===== config.mk =====
export PLATFORM = sky130hd
export DESIGN_NAME = bcd_a_binario
export DESIGN_NICKNAME = d
export VERILOG_FILES = /design/src/rtl/bcd_pkg.sv /design/src/rtl/mac_decimal.sv /design/src/rtl/bcd_a_binario.sv
export SDC_FILE = /design/constraint.sdc
export NUM_CORES = 1
export LEC_CHECK = 0
export CAP_MARGIN = 0
export CORE_MARGIN = 2
export CORE_UTILIZATION = 40
export DETAILED_ROUTE_END_ITERATION = 6
export GPL_ROUTABILITY_DRIVEN = 0
export SLEW_MARGIN = 20
export SYNTH_ARGS = -nofsm -noshare
export SYNTH_HDL_FRONTEND = slang
export SYNTH_SLANG_ARGS = --single-unit

===== constraint.sdc =====
create_clock -name clk -period 4.4 [get_ports clk]
set_clock_uncertainty 0.15 [all_clocks]
set_input_delay 0.88 -clock clk [delete_from_list [all_inputs] [get_ports clk]]
set_output_delay 0.88 -clock clk [all_outputs]
set_load 0.005 [all_outputs]

===== src/rtl/bcd_pkg.sv =====
// Shared types and constants for the BCD-to-binary converter.
package bcd_pkg;

  typedef enum logic [1:0] {
    REPOSO  = 2'd0,
    ACUMULA = 2'd1,
    AJUSTE  = 2'd2
  } estado_t;

  localparam int unsigned MAX_POS     = 8191;
  localparam int unsigned MAX_NEG_MAG = 8192;

  localparam logic [13:0] SAT_POS = 14'h1FFF;
  localparam logic [13:0] SAT_NEG = 14'h2000;

endpackage


===== src/rtl/mac_decimal.sv =====
// One decimal accumulate step: acc*10 + digit, plus a flag for a non-BCD nibble.
module mac_decimal #(
  parameter int unsigned ANCHO = 14
) (
  input  logic [ANCHO-1:0] acc,
  input  logic [3:0]       digit,
  output logic [ANCHO-1:0] resultado_c,
  output logic             invalido_c
);

  // acc*10 built from shifts so no multiplier is inferred
  assign resultado_c = (acc << 3) + (acc << 1) + ANCHO'(digit);
  assign invalido_c  = (digit > 4'd9);

endmodule


===== src/rtl/bcd_a_binario.sv =====
// Sign + BCD digits to saturating two's-complement binary, one digit per cycle.
module bcd_a_binario
  import bcd_pkg::*;
#(
  parameter int unsigned ANCHO   = 14,
  parameter int unsigned DIGITOS = 4
) (
  input  logic                 clk,
  input  logic                 rst_n,
  input  logic                 inicio,
  input  logic                 signo,
  input  logic [4*DIGITOS-1:0] digitos_bcd,
  output logic [ANCHO-1:0]     num_binario,
  output logic                 ocupado,
  output logic                 listo,
  output logic                 desborde,
  output logic                 error_digito
);

  localparam int unsigned IW = (DIGITOS > 1) ? $clog2(DIGITOS) : 1;

  estado_t              state_q, state_d;
  logic                 signo_q, signo_d;
  logic [4*DIGITOS-1:0] digitos_q, digitos_d;
  logic [ANCHO-1:0]     acc_q, acc_d;
  logic [IW-1:0]        indice_q, indice_d;
  logic                 err_q, err_d;
  logic [ANCHO-1:0]     num_q, num_d;
  logic                 ocupado_q, ocupado_d;
  logic                 listo_q, listo_d;
  logic                 desborde_q, desborde_d;
  logic                 error_q, error_d;

  logic [3:0]           digito_c;
  logic [ANCHO-1:0]     mac_res_c;
  logic                 mac_inv_c;

  assign digito_c = digitos_q[{indice_q, 2'b00} +: 4];

  mac_decimal #(.ANCHO(ANCHO)) u_mac (
    .acc         (acc_q),
    .digit       (digito_c),
    .resultado_c (mac_res_c),
    .invalido_c  (mac_inv_c)
  );

  always_ff @(posedge clk or negedge rst_n) begin
    if (!rst_n) begin
      state_q    <= REPOSO;
      signo_q    <= 1'b0;
      digitos_q  <= '0;
      acc_q      <= '0;
      indice_q   <= '0;
      err_q      <= 1'b0;
      num_q      <= '0;
      ocupado_q  <= 1'b0;
      listo_q    <= 1'b0;
      desborde_q <= 1'b0;
      error_q    <= 1'b0;
    end else begin
      state_q    <= state_d;
      signo_q    <= signo_d;
      digitos_q  <= digitos_d;
      acc_q      <= acc_d;
      indice_q   <= indice_d;
      err_q      <= err_d;
      num_q      <= num_d;
      ocupado_q  <= ocupado_d;
      listo_q    <= listo_d;
      desborde_q <= desborde_d;
      error_q    <= error_d;
    end
  end

  always_comb begin
    state_d    = state_q;
    signo_d    = signo_q;
    digitos_d  = digitos_q;
    acc_d      = acc_q;
    indice_d   = indice_q;
    err_d      = err_q;
    num_d      = num_q;
    ocupado_d  = ocupado_q;
    listo_d    = 1'b0;
    desborde_d = desborde_q;
    error_d    = error_q;

    unique case (state_q)
      REPOSO: begin
        if (inicio) begin
          signo_d   = signo;
          digitos_d = digitos_bcd;
          acc_d     = '0;
          indice_d  = IW'(DIGITOS - 1);
          err_d     = 1'b0;
          ocupado_d = 1'b1;
          state_d   = ACUMULA;
        end
      end
      ACUMULA: begin
        acc_d    = mac_res_c;
        err_d    = err_q | mac_inv_c;
        indice_d = indice_q - IW'(1);
        if (indice_q == '0) state_d = AJUSTE;
      end
      AJUSTE: begin
        // malformed input outranks saturation
        if (err_q) begin
          num_d      = '0;
          error_d    = 1'b1;
          desborde_d = 1'b0;
        end else if (!signo_q && (acc_q > ANCHO'(MAX_POS))) begin
          num_d      = ANCHO'(SAT_POS);
          error_d    = 1'b0;
          desborde_d = 1'b1;
        end else if (signo_q && (acc_q > ANCHO'(MAX_NEG_MAG))) begin
          num_d      = ANCHO'(SAT_NEG);
          error_d    = 1'b0;
          desborde_d = 1'b1;
        end else begin
          num_d      = signo_q ? (~acc_q + ANCHO'(1)) : acc_q;
          error_d    = 1'b0;
          desborde_d = 1'b0;
        end
        listo_d   = 1'b1;
        ocupado_d = 1'b0;
        state_d   = REPOSO;
      end
      default: state_d = REPOSO;
    endcase
  end

  assign num_binario  = num_q;
  assign ocupado      = ocupado_q;
  assign listo        = listo_q;
  assign desborde     = desborde_q;
  assign error_digito = error_q;

endmodule


# [After elaboration in Yosys (flattened, before gate mapping)]
# Index checks and enable logic that the tools add are counted.
[op_classes] add_sub_neg=4 multipliers=0 div_mod_pow=0 n_lt_le_gt_ge=3 n_eq_ne=4 shift=1 mux=20 bitwise_logic=2 reduce_logical=11
[ops] cell="14-bit two-way mux" count=5
[ops] cell="14-bit case mux with 2 select lines" count=1
[ops] cell="16-bit by 5-bit variable part select with 4-bit output" count=1
[ops] cell="14-bit by 1-bit adder with 14-bit output (second input constant)" count=1
[ops] cell="14-bit adder" count=1
[ops] cell="14-bit by 4-bit adder with 14-bit output" count=1
[ops] cell="14-bit by 13-bit greater-than comparator with 1-bit output (second input constant)" count=1
[ops] cell="14-bit greater-than comparator (second input constant)" count=1
[ops] cell="14-bit NOT" count=1
[ops] cell="2-bit case mux with 2 select lines" count=2
[ops] cell="2-bit AND reduction" count=4
[ops] cell="1-bit two-way mux" count=7
[ops] cell="2-bit two-way mux" count=3
[ops] cell="4-bit greater-than comparator (second input constant)" count=1
[ops] cell="2-bit zero test" count=2
[ops] cell="2-bit inequality test (second input constant)" count=2
[ops] cell="1-bit case mux with 2 select lines" count=2
[ops] cell="2-bit nonzero test" count=2
[ops] cell="2-bit by 1-bit equality test with 1-bit output (second input constant)" count=1
[ops] cell="2-bit equality test (second input constant)" count=1
[ops] cell="1-bit logical AND" count=2
[ops] cell="2-bit by 1-bit subtractor with 2-bit output (second input constant)" count=1
[ops] cell="1-bit zero test" count=1
[ops] cell="1-bit OR" count=1
[totals] register_bits=54 latch_bits=0 ramBits=0 mem_bits_ro=0 in_bits=20 n_memories=0

# [Longest topological paths before layout]
[logic_depth] depth_word=6 depth_mapped=11

# [Modules after synthesis]
# A second synthesis with hierarchy kept.
[unflattened] cells_unflattened=325 hier_area_um2=3239.4
[by_module_without_submodules] mod="bcd_a_binario" instances=1 cells_per_inst=248 area_each_um2=2576.2 seq_area_each_um2=1351.3
[by_module_without_submodules] mod="mac_decimal" instances=1 cells_per_inst=77 area_each_um2=663.1 seq_area_each_um2=0.0

# [Least setup slack after synthesis]
# OpenSTA, ideal clock, no wires.
[synth_path] path_type="register to register" start="register indice_q[0]" end="register acc_q[13]" setup_ns=0.143 arrival_ns=3.001 t_required_ns=4.107 setup_slack_ns=1.106 stages_incl_launch_ff=12 period_less_slack_ns=3.294 cell_sequence="dfrtp_1 > clkbuf_1 > mux4_2 > inv_1 > fa_1 > inv_1 > ha_1 > a211oi_1 > o21ai_0 > a211oi_1 > mux2i_1 > o221ai_1"
[synth_between] elab_chain_cells=3
[synth_lines] element="start, declared" line="bcd_a_binario.sv:26" rtl="logic [IW-1:0] indice_q, indice_d;"
[synth_lines] element="start signal, assigned" line="bcd_a_binario.sv:65" rtl="indice_q <= indice_d;"
[synth_lines] element="16-bit by 5-bit variable part select with 4-bit output" line="bcd_a_binario.sv:38" rtl="assign digito_c = digitos_q[{indice_q, 2'b00} +: 4];"
[synth_lines] element="14-bit by 4-bit adder with 14-bit output" line="mac_decimal.sv:12" rtl="assign resultado_c = (acc << 3) + (acc << 1) + ANCHO'(digit);"
[synth_lines] element="14-bit case mux with 2 select lines" line="bcd_a_binario.sv:88" rtl="unique case (state_q)"
[synth_lines] element="end signal, assigned" line="bcd_a_binario.sv:52" rtl="acc_q <= '0;"
[synth_lines] element="end signal, assigned" line="bcd_a_binario.sv:64" rtl="acc_q <= acc_d;"
[synth_lines] element="end, declared" line="bcd_a_binario.sv:25" rtl="logic [ANCHO-1:0] acc_q, acc_d;"
# No other way between the ends.
# A chain may end at the register's enable or synchronous reset.

# [Worst setup path in the final report]
# Same ends and word-level chain as after synthesis.

==> results.json <==
{
  "crit_buf_inv": 2,
  "maxSlewHeadroom": 0.409,
  "whs_path_depth": 2,
  "period_minus_slack_ps": 3490,
  "worstPathCellList": "mux4_2, inv_1, fa_1, inv_1, ha_1, a211oi_1, o21ai_0, a211oi_1, mux2i_1, o221ai_1",
  "maxCapViolCount": 0,
  "p_total_w": 0.00323,
  "avgViaCountPerCell": 5.57,
  "synth_top_area_frac": 0.415,
  "netlist_area_um2": 3260,
  "crit_type": "flop to flop",
  "vias": 2572,
  "synth_edf_count": 0,
  "grt_pass1_vias": 2460,
  "antenna_found_initial": 0,
  "coreArea_um2": 7810,
  "fillers": 745,
  "cts_resized": 0,
  "cp_slowest_cell": "mux4_2",
  "critPathArrivalTime_ps": 3490,
  "wirelength_um": 7290,
  "cp-end-kind": "flop",
  "multi_input_area_um2": 1810,
  "reg2regPathDepth": 10,
  "wl_per_cell_um": 15.8,
  "slowest_delay_ps": 560,
  "worstPathMaxFanout": 7,
  "cp_top_family": "compound AO/OA/AOI/OAI gates",
  "worst-path-stages": 10,
  "grt_pass1_wl_um": 12200,
  "numClockSinks": 54,
  "status": "completed",
  "seqCellArea_um2": 1350,
  "nets": 406,
  "grtUsageTotal": 0.175,
  "dieArea_um2": 8880,
  "numCtsBuffers": 5,
  "fin_crit_sh": 0.792,
  "clkPwrFrac": 0.084,
  "power_density_nw_per_um2": 847,
  "drive_gt1_frac": 0.122,
  "clkLatencyLatePin_ps": 300,
  "synth_most_common_cell": "dfrtp_1",
  "syn-instance-count": 325,
  "die_y_um": 94.3,
  "ctsLongestPathBuffers": 2,
  "ir_drop_mv": 0.271,
  "drt_iter0_drc": 104,
  "ys.flop_type": "dfrtp_1",
  "syn_nets": 371,
  "die_w_um": 94.3,
  "setup_viol": 0,
  "drc": 0,
  "leakagePower_nw": 1.66,
  "required_ps": 4400,
  "yosysUniqueCellTypes": 51,
  "yosys_register_bits": 54,
  "boundaryPins": 38,
  "critPathLaunchType": "flop",
  "rsz0062_at_grt": "false",
  "p_int_w": 0.00176,
  "finalMaxSlewViolations": 0,
  "power.share.switching": 0.455,
  "num_antenna_cells": 0,
  "yosys_warnings": 0,
  "dp_hpwl_um": 5480,
  "portBuffers": 37,
  "pwr-share-seq": 0.315,
  "power_frac_comb": 0.601,
  "hold_viol": 0,
  "tns_ps": 0,
  "cts_tree": "yes",
  "async_reset_ff_frac": 1.00,
  "netlist_top_cells_count": "dfrtp_1 (54), nand2_1 (42), ha_1 (24), a21oi_1 (23), o21ai_0 (22)",
  "synthTopCellsByArea": "dfrtp_1 (41%), ha_1 (9.2%), mux2_2 (5.5%)",
  "synth_seq_area_share": 0.415,
  "tightest_slew_ps": 887,
  "ctsHtreeMaxLevel": 2,
  "postCtsHoldBufs": 0,
  "area_growth_pct": 17.3,
  "root_buffer": "clkbuf_8",
  "grt_max_degree": 31,
  "core.rowCount": 32,
  "cts_setup_buffers": 0,
  "clkTransAtPathRegs_ps": 100,
  "initial_core_util": 0.417,
  "overflow": 0,
  "synth_top_cell_by_area": "dfrtp_1",
  "min_path_type": "flop to flop",
  "fmax_ghz": 0.287,
  "syn_avg_cell_area_um2": 10.0,
  "p_sw_w": 0.00147,
  "firstDrtPassIters": 4,
  "ant_nets": 0
}
==> final cells by class <==
| cell class | instances | area share |
|---|---|---|
| multi-input cells | 244 | 0.474 |
| inverters | 14 | 0.0138 |
| clock buffers | 5 | 0.0180 |
| flip-flops and latches | 54 | 0.354 |
| repair buffers | 41 | 0.103 |
| clock inverters | 2 | 0.00393 |
| well taps | 102 | 0.0334 |
==> layout by cell type, fill, tap and decap left out, types with 4 or more instances in the layout <==
cell type        netlist  routed
clkdlybuf4s50_1        0      36
a211oi_1               5       5
nor4_1                 4       4
nor3_1                 5       5
o31ai_2                5       5
nand3_1                4       4
o21bai_1               4       4
inv_1                 13      13
o31ai_1                4       4
mux4_2                 4       4
a21oi_1               23      23
xnor2_1                4       4
o21ai_0               22      22
buf_4                  0       4
dfrtp_1               54      54
nand2_1               42      42
nor2_1                16      16
clkbuf_8               0       5
mux2_2                16      16
ha_1                  24      24
o22ai_1                9       9
xor2_1                 8       8
==> routing by layer <==
layer	wire, um	vias to the layer above	GRT usage	share of wire
met4	135	0	0.0519	0.019
met2	3400	57	0.265	0.47
met3	320	13	0.0353	0.044
met5	0	-	0	0
li1	-	1271	-	-
met1	3430	1231	0.252	0.47
==> sequential cells by signal, indices dropped and copies added (netlist names) <==
| signal | flops |
|---|---|
| acc_q | 14 |
| listo | 1 |
| desborde | 1 |
| digitos_q | 16 |
| indice_q | 2 |
| error_digito | 1 |
| state_q | 2 |
| err_q | 1 |
| signo_q | 1 |
| ocupado | 1 |
| num_binario | 14 |
==> metrics by stage <==
step,std cells,instance area (um2),hold WS [ps],worst slack (ps),util
final,462,3820,326,913,0.489
after global routing,462,3820,364,639,0.489
after CTS,462,3820,335,913,0.489
after detailed placement,455,3740,313,934,0.479
after global placement,455,3740,305,992,0.479
after floorplan,325,3260,313,1110,-
==> cell families (layout without fill, tap and decap cells) <==
group                      Yosys count  after routing  share of synthesized area
AOI/OAI and AO/OA                   96             96                      0.201
and+or+nand+nor                     88             88                      0.127
DFF                                 54             54                      0.415
buffers and inverters               27             62                     0.0311
adders and majority gates           26             26                      0.104
muxes                               22             22                     0.0891
xor gates and xnor gates            12             12                     0.0323
==> power groups by stage <==
stage	Combinational [W]	Sequential [W]	Clock [W]
5_1_grt	0.00219	0.00107	0.000298
6_report	0.00194	0.00102	0.000272
2_1_floorplan	0.00148	0.000916	0
4_1_cts	0.00195	0.00102	0.000279
3_3_place_gp	0.00191	0.00103	0
3_5_place_dp	0.00194	0.00103	0
==> worst paths after layout <==
kind / start / endpoint / slack, ps
min in group asynchronous: rst_n / desborde$_DFFE_PN0P_ / 420
max: indice_q[0]$_DFFE_PN0P_ / acc_q[13]$_DFFE_PN0P_ / 910
max in group asynchronous: rst_n / num_binario[0]$_DFFE_PN0P_ / 2890
min: desborde$_DFFE_PN0P_ / desborde$_DFFE_PN0P_ / 330
min reg2reg: desborde$_DFFE_PN0P_ / desborde$_DFFE_PN0P_ / 330
max reg2reg: indice_q[0]$_DFFE_PN0P_ / acc_q[13]$_DFFE_PN0P_ / 910
==> worst min-delay path, delay by kind of cell (launching register included) <==
kind / cells / cell delay [ps]
DFF: 1 / 350
and+or+nand+nor: 2 / 100
No activity file was read; power rests on OpenSTA's default activity.
==> patch 1, RTL diff (same flow settings) <==
The parameter `DIGITOS` goes from 4 to 8.
--- a/src/rtl/bcd_a_binario.sv
+++ b/src/rtl/bcd_a_binario.sv
@@ -3,7 +3,7 @@
   import bcd_pkg::*;
 #(
   parameter int unsigned ANCHO   = 14,
-  parameter int unsigned DIGITOS = 4
+  parameter int unsigned DIGITOS = 8
 ) (
   input  logic                 clk,
   input  logic                 rst_n,
Interface: changed (resized digitos_bcd); port bits go from 38 to 54. No check against the original RTL was run, so the function may have changed too.
==> patch 1 against the unedited design <==
Routed wire length grew 17%. Non-clock buffer count grew 16. Worst setup slack lost 0.35 ns. Die area grew 20%. Final area grew 24%. Power grew 15%. Sequential share of layout area grew 2.0 points. Sequential cell count grew 17. Area after synthesis grew 20%. Critical path type unchanged. Critical endpoint is now acc_q[10]. Largest cell class unchanged. Largest power group unchanged.
==> patch 1: results (changes against the unedited design) <==
count of sequential standard cells: 71 (+31%)
clock buffer instance count of the final layout: 10 (+5)
Inserted Clock Buffers: 9 (+4)
post-route standard cell area excluding fillers: 4750 sq um (+24%)
proportion of power drawn by combinational gates: 52.7% (-7.4 points)
highest fanout seen on the critical path: 11 (+4)
area of combinational cells with multiple inputs: 2040 sq um (+13%)
power per unit of standard cell area: 786 nW/um^2 (-7.2%)
number of signal-net buffers in the layout: 57 (+39%)
count of distinct cell types in the synthesized netlist: 43 (-16%)
average wire length per cell after detail routing: 14.0 um (-12%)
met3 routing resource usage after global routing: 3.32% (-0.21 points)
total cell area at the placement stage: 4580 sq um (+23%)
worst skew pair latency: 0.34 ns (+0.04 ns)
Arrival @ worst endpoint: 3.88 ns (+0.39 ns)
non-clock buffering overhead in the final layout: 11.7% (+1.3 points)
Max H-tree Level: 3 (+1)
fill cell instance count of the final layout: 935 (+26%)
routed length on met2: 3820 um (+12%)
number of nets produced by synthesis: 486 (+31%)
count of input and output buffers: 53 (+43%)
largest stage delay on the critical path: 0.72 ns (+0.16 ns)
launch point of the worst hold path: digitos_q[30]
cell count after placement: 596 (+31%)
worst slack at placement: 0.574 ns (-0.359 ns)
Largest register FFs: 32 (+16)
Tot GR Track Use: 17.4% (-0.025 points)
post-detailed-route via-to-cell ratio: 5.11 (-8.3%)
sum of met3 wire segment lengths after detailed routing: 352 um (+10%)
ClkCell Share: 3.63% (+1.4 points)
sequential area share after synthesis: 45.3% (+3.8 points)
total routed wirelength: 8530 um (+17%)
outcome: finished, final reports clean
Post-Syn Area per Cell: 9.28 sq um (-7.5%)
invs w/o clock: 11 (-3)
cell with the biggest individual delay on the critical path: dfrtp_1
[patch 1: path summary, 6_finish.rpt]
kind,end,slack (ns)
setup / recovery,acc_q[10],0.57
hold / removal,digitos_q[30],0.33
setup reg to reg,acc_q[10],0.57
hold reg to reg,digitos_q[30],0.33
max in group asynchronous,digitos_q[29],2.64
min in group asynchronous,num_binario[10],0.47
[patch 1: logic make-up (layout without fill, tap and decap cells)]
family,count (synthesis),count (layout),share of synthesized area [%]
AO/OA/AOI/OAI,84,84,13.7
flip-flops,71,71,45.3
multiplexers,11,11,5.36
buffers and inverters,28,83,2.84
AND/OR/NAND/NOR,185,185,20.1
XOR/XNOR,17,17,3.79
adder cells (fa/ha/maj),27,27,8.99
[patch 1: worst max-delay path, delay by kind of cell (launching register included)]
kind	cells	cell delay [ns]
AOI/OAI and AO/OA	4	0.96
muxes	1	0.58
adders and majority gates	3	0.95
xor gates and xnor gates	1	0.16
and+or+nand+nor	2	0.16
DFF	1	0.72
==> patch 2, RTL diff (same flow settings) <==
Without the edit above. Re-encode `estado_t` (3 values) as one-hot, 3 bits wide.
--- a/src/rtl/bcd_pkg.sv
+++ b/src/rtl/bcd_pkg.sv
@@ -1,10 +1,10 @@
 // Shared types and constants for the BCD-to-binary converter.
 package bcd_pkg;
 
-  typedef enum logic [1:0] {
-    REPOSO  = 2'd0,
-    ACUMULA = 2'd1,
-    AJUSTE  = 2'd2
+  typedef enum logic [2:0] {
+    REPOSO  = 3'b001,
+    ACUMULA = 3'b010,
+    AJUSTE  = 3'b100
   } estado_t;
 
   localparam int unsigned MAX_POS     = 8191;
Function: same outputs for any inputs over 10 cycles, from zero or initial values and one cycle with rst_n low; not proved beyond that.
==> patch 2 against the unedited design <==
First-iteration DRC count fell by 1.9%. Routed wire length fell by 3.3%. Area after synthesis rose by 0.69%. Worst setup slack improved by 0.024 ns. Highest routed layer unchanged. Critical path depth fell by 1. Power fell by 21%. Sequential cell count rose by 1. Final area rose by 1.0%.
==> patch 2: results (changes against the unedited design) <==
Arrival @ worst endpoint: 3.54 ns (+0.05 ns)
worst reg-to-reg path cell count: 9 (-1)
largest stage delay on the critical path: 0.57 ns
worst slack at placement: 0.946 ns (+0.0120 ns)
Post-DP HPWL: 5240 um (-4.5%)
max layer used: met4
maximum clock frequency: 289 MHz (+0.69%)
met1 layer wirelength in the final routing: 3450 um (+0.64%)
Antenna Diode Count: 0 (unchanged)
total setup buffers inserted after CTS: 0 (unchanged)
routed via count: 2449 (-4.8%)
most area-consuming cells after synthesis: dfrtp_1, ha_1, mux2_2, nand2_1, mux4_2
sum of met3 wire segment lengths after detailed routing: 276 um (-14%)
maximum root-to-sink buffer count: 2 (unchanged)
count of flip-flops with a built-in enable after synthesis: 0 (unchanged)
Max H-tree Level: 2 (unchanged)
leading cell types by count after synthesis: dfrtp_1, nand2_1, ha_1
instance count of the mapped netlist: 312 (-4.0%)
fill cell instance count of the final layout: 806 (+8.2%)
Crit Reg-Reg Endpoint: acc_q[12]
Largest register FFs: 16 (unchanged)
Max VDD drop: 0.282 mV (+4.0%)
leakage component of the power: 1.74 nW (+5.2%)
CP Capture Point: acc_q[12]
cell with the biggest individual delay on the critical path: mux4_2
total cell area at the placement stage: 3750 sq um (+0.33%)
average wire length per cell after detail routing: 15.6 um (-1.3%)
met3 routing resource usage after global routing: 2.71% (-0.82 points)
routing usage on met2: 26.7% (+0.18 points)
slew margin rel.: 44.1% (+3.2 points)
first drt pass iteration count: 4 (unchanged)
yosys synthesis warning count: 0 (unchanged)
flop2flop setup slack: 0.94 ns (+0.02 ns)
first-pass GRT wire length: 11800 um (-3.5%)
Net Switching: 1.08 mW (-27%)
Min-Delay Path Class: register to register
Final #Nets: 393 (-3.2%)
Top reg by flops: digitos_q
clk slew on worst S/H paths: 0.11 ns
number of nets produced by synthesis: 358 (-3.5%)
highest fanout seen on the critical path: 7 (unchanged)
Inserted Clock Buffers: 5 (unchanged)
launch point of the worst hold path: num_binario[3]
number of antenna violations at the first check in global routing: 0 (unchanged)
cell count after placement: 445 (-2.2%)
Non-Filler Instances: 453 (-1.9%)
sequential area share after synthesis: 42.0% (+0.52 points)
GR Util met1: 24.2% (-0.94 points)
maximum number of pins on one net before global-route repair: 30 (-3.2%)
routed length on met2: 3280 um (-3.6%)
reg-to-reg critical path startpoint: indice_q[0]
count of input and output buffers: 37 (unchanged)
layout cell share with drive strength beyond 1: 13.8% (+1.6 points)
Tot GR Track Use: 16.7% (-0.79 points)
DR iter-0 viols: 102 (-1.9%)
Resized Gates After CTS: 0 (unchanged)
outcome: finished, final reports clean
startpoint kind of the worst setup timing path: register
count of distinct cell types in the synthesized netlist: 59 (+16%)
-- patch 2: cell count changes after synthesis, moves of 4 or more --
cell	unedited run	this run
o22ai_1	9	5
a22o_1	1	5
clkbuf_1	12	7
a211oi_1	5	0
a21o_1	3	7
nand2_1	42	32
a311o_1	0	4
o31ai_2	5	1
xnor2_1	4	8
o21ai_0	22	16
o21bai_1	4	0
o21ai_1	0	4
a21oi_1	23	16
-- patch 2: worst min path at each step --
stage | endpoint | slack (ns) | cells after the start
3_3_place_gp | error_digito | 0.31 | 2
3_5_place_dp | error_digito | 0.31 | 2
4_1_cts | num_binario[3] | 0.34 | 2
5_1_grt | num_binario[3] | 0.36 | 2
6_report | num_binario[3] | 0.33 | 2
2_1_floorplan | num_binario[13] | 0.32 | 2
-- patch 2: layout make-up --
type | instances | area [sq um] | area share, %
clock inverter | 2 | 38.8 | 1.00
sequential | 55 | 1380 | 35.7
multi-input combinational | 234 | 1820 | 47.0
clock buffer | 6 | 72.6 | 1.88
inverter | 12 | 45.0 | 1.17
tap | 105 | 131 | 3.40
timing repair buffer | 39 | 380 | 9.85
-- patch 2: cells by family (layout without fill, tap and decap cells) --
kind of cell	Yosys count	count (layout)	share of synthesized area [%]
AOI/OAI and AO/OA	88	88	19.3
and+or+nand+nor	83	83	12.7
DFF	55	55	42.0
adders and majority gates	26	26	10.4
buffers and inverters	23	59	2.75
muxes	22	22	8.85
xor gates and xnor gates	15	15	4.00
-- patch 2: power groups by stage --
stage | combinational (mW) | clock [mW] | sequential, mW
detailed placement | 1.33 | 0 | 0.893
floorplan | 1.07 | 0 | 0.795
finish | 1.33 | 0.344 | 0.879
CTS | 1.34 | 0.352 | 0.881
global route | 1.48 | 0.374 | 0.915
global placement | 1.31 | 0 | 0.892
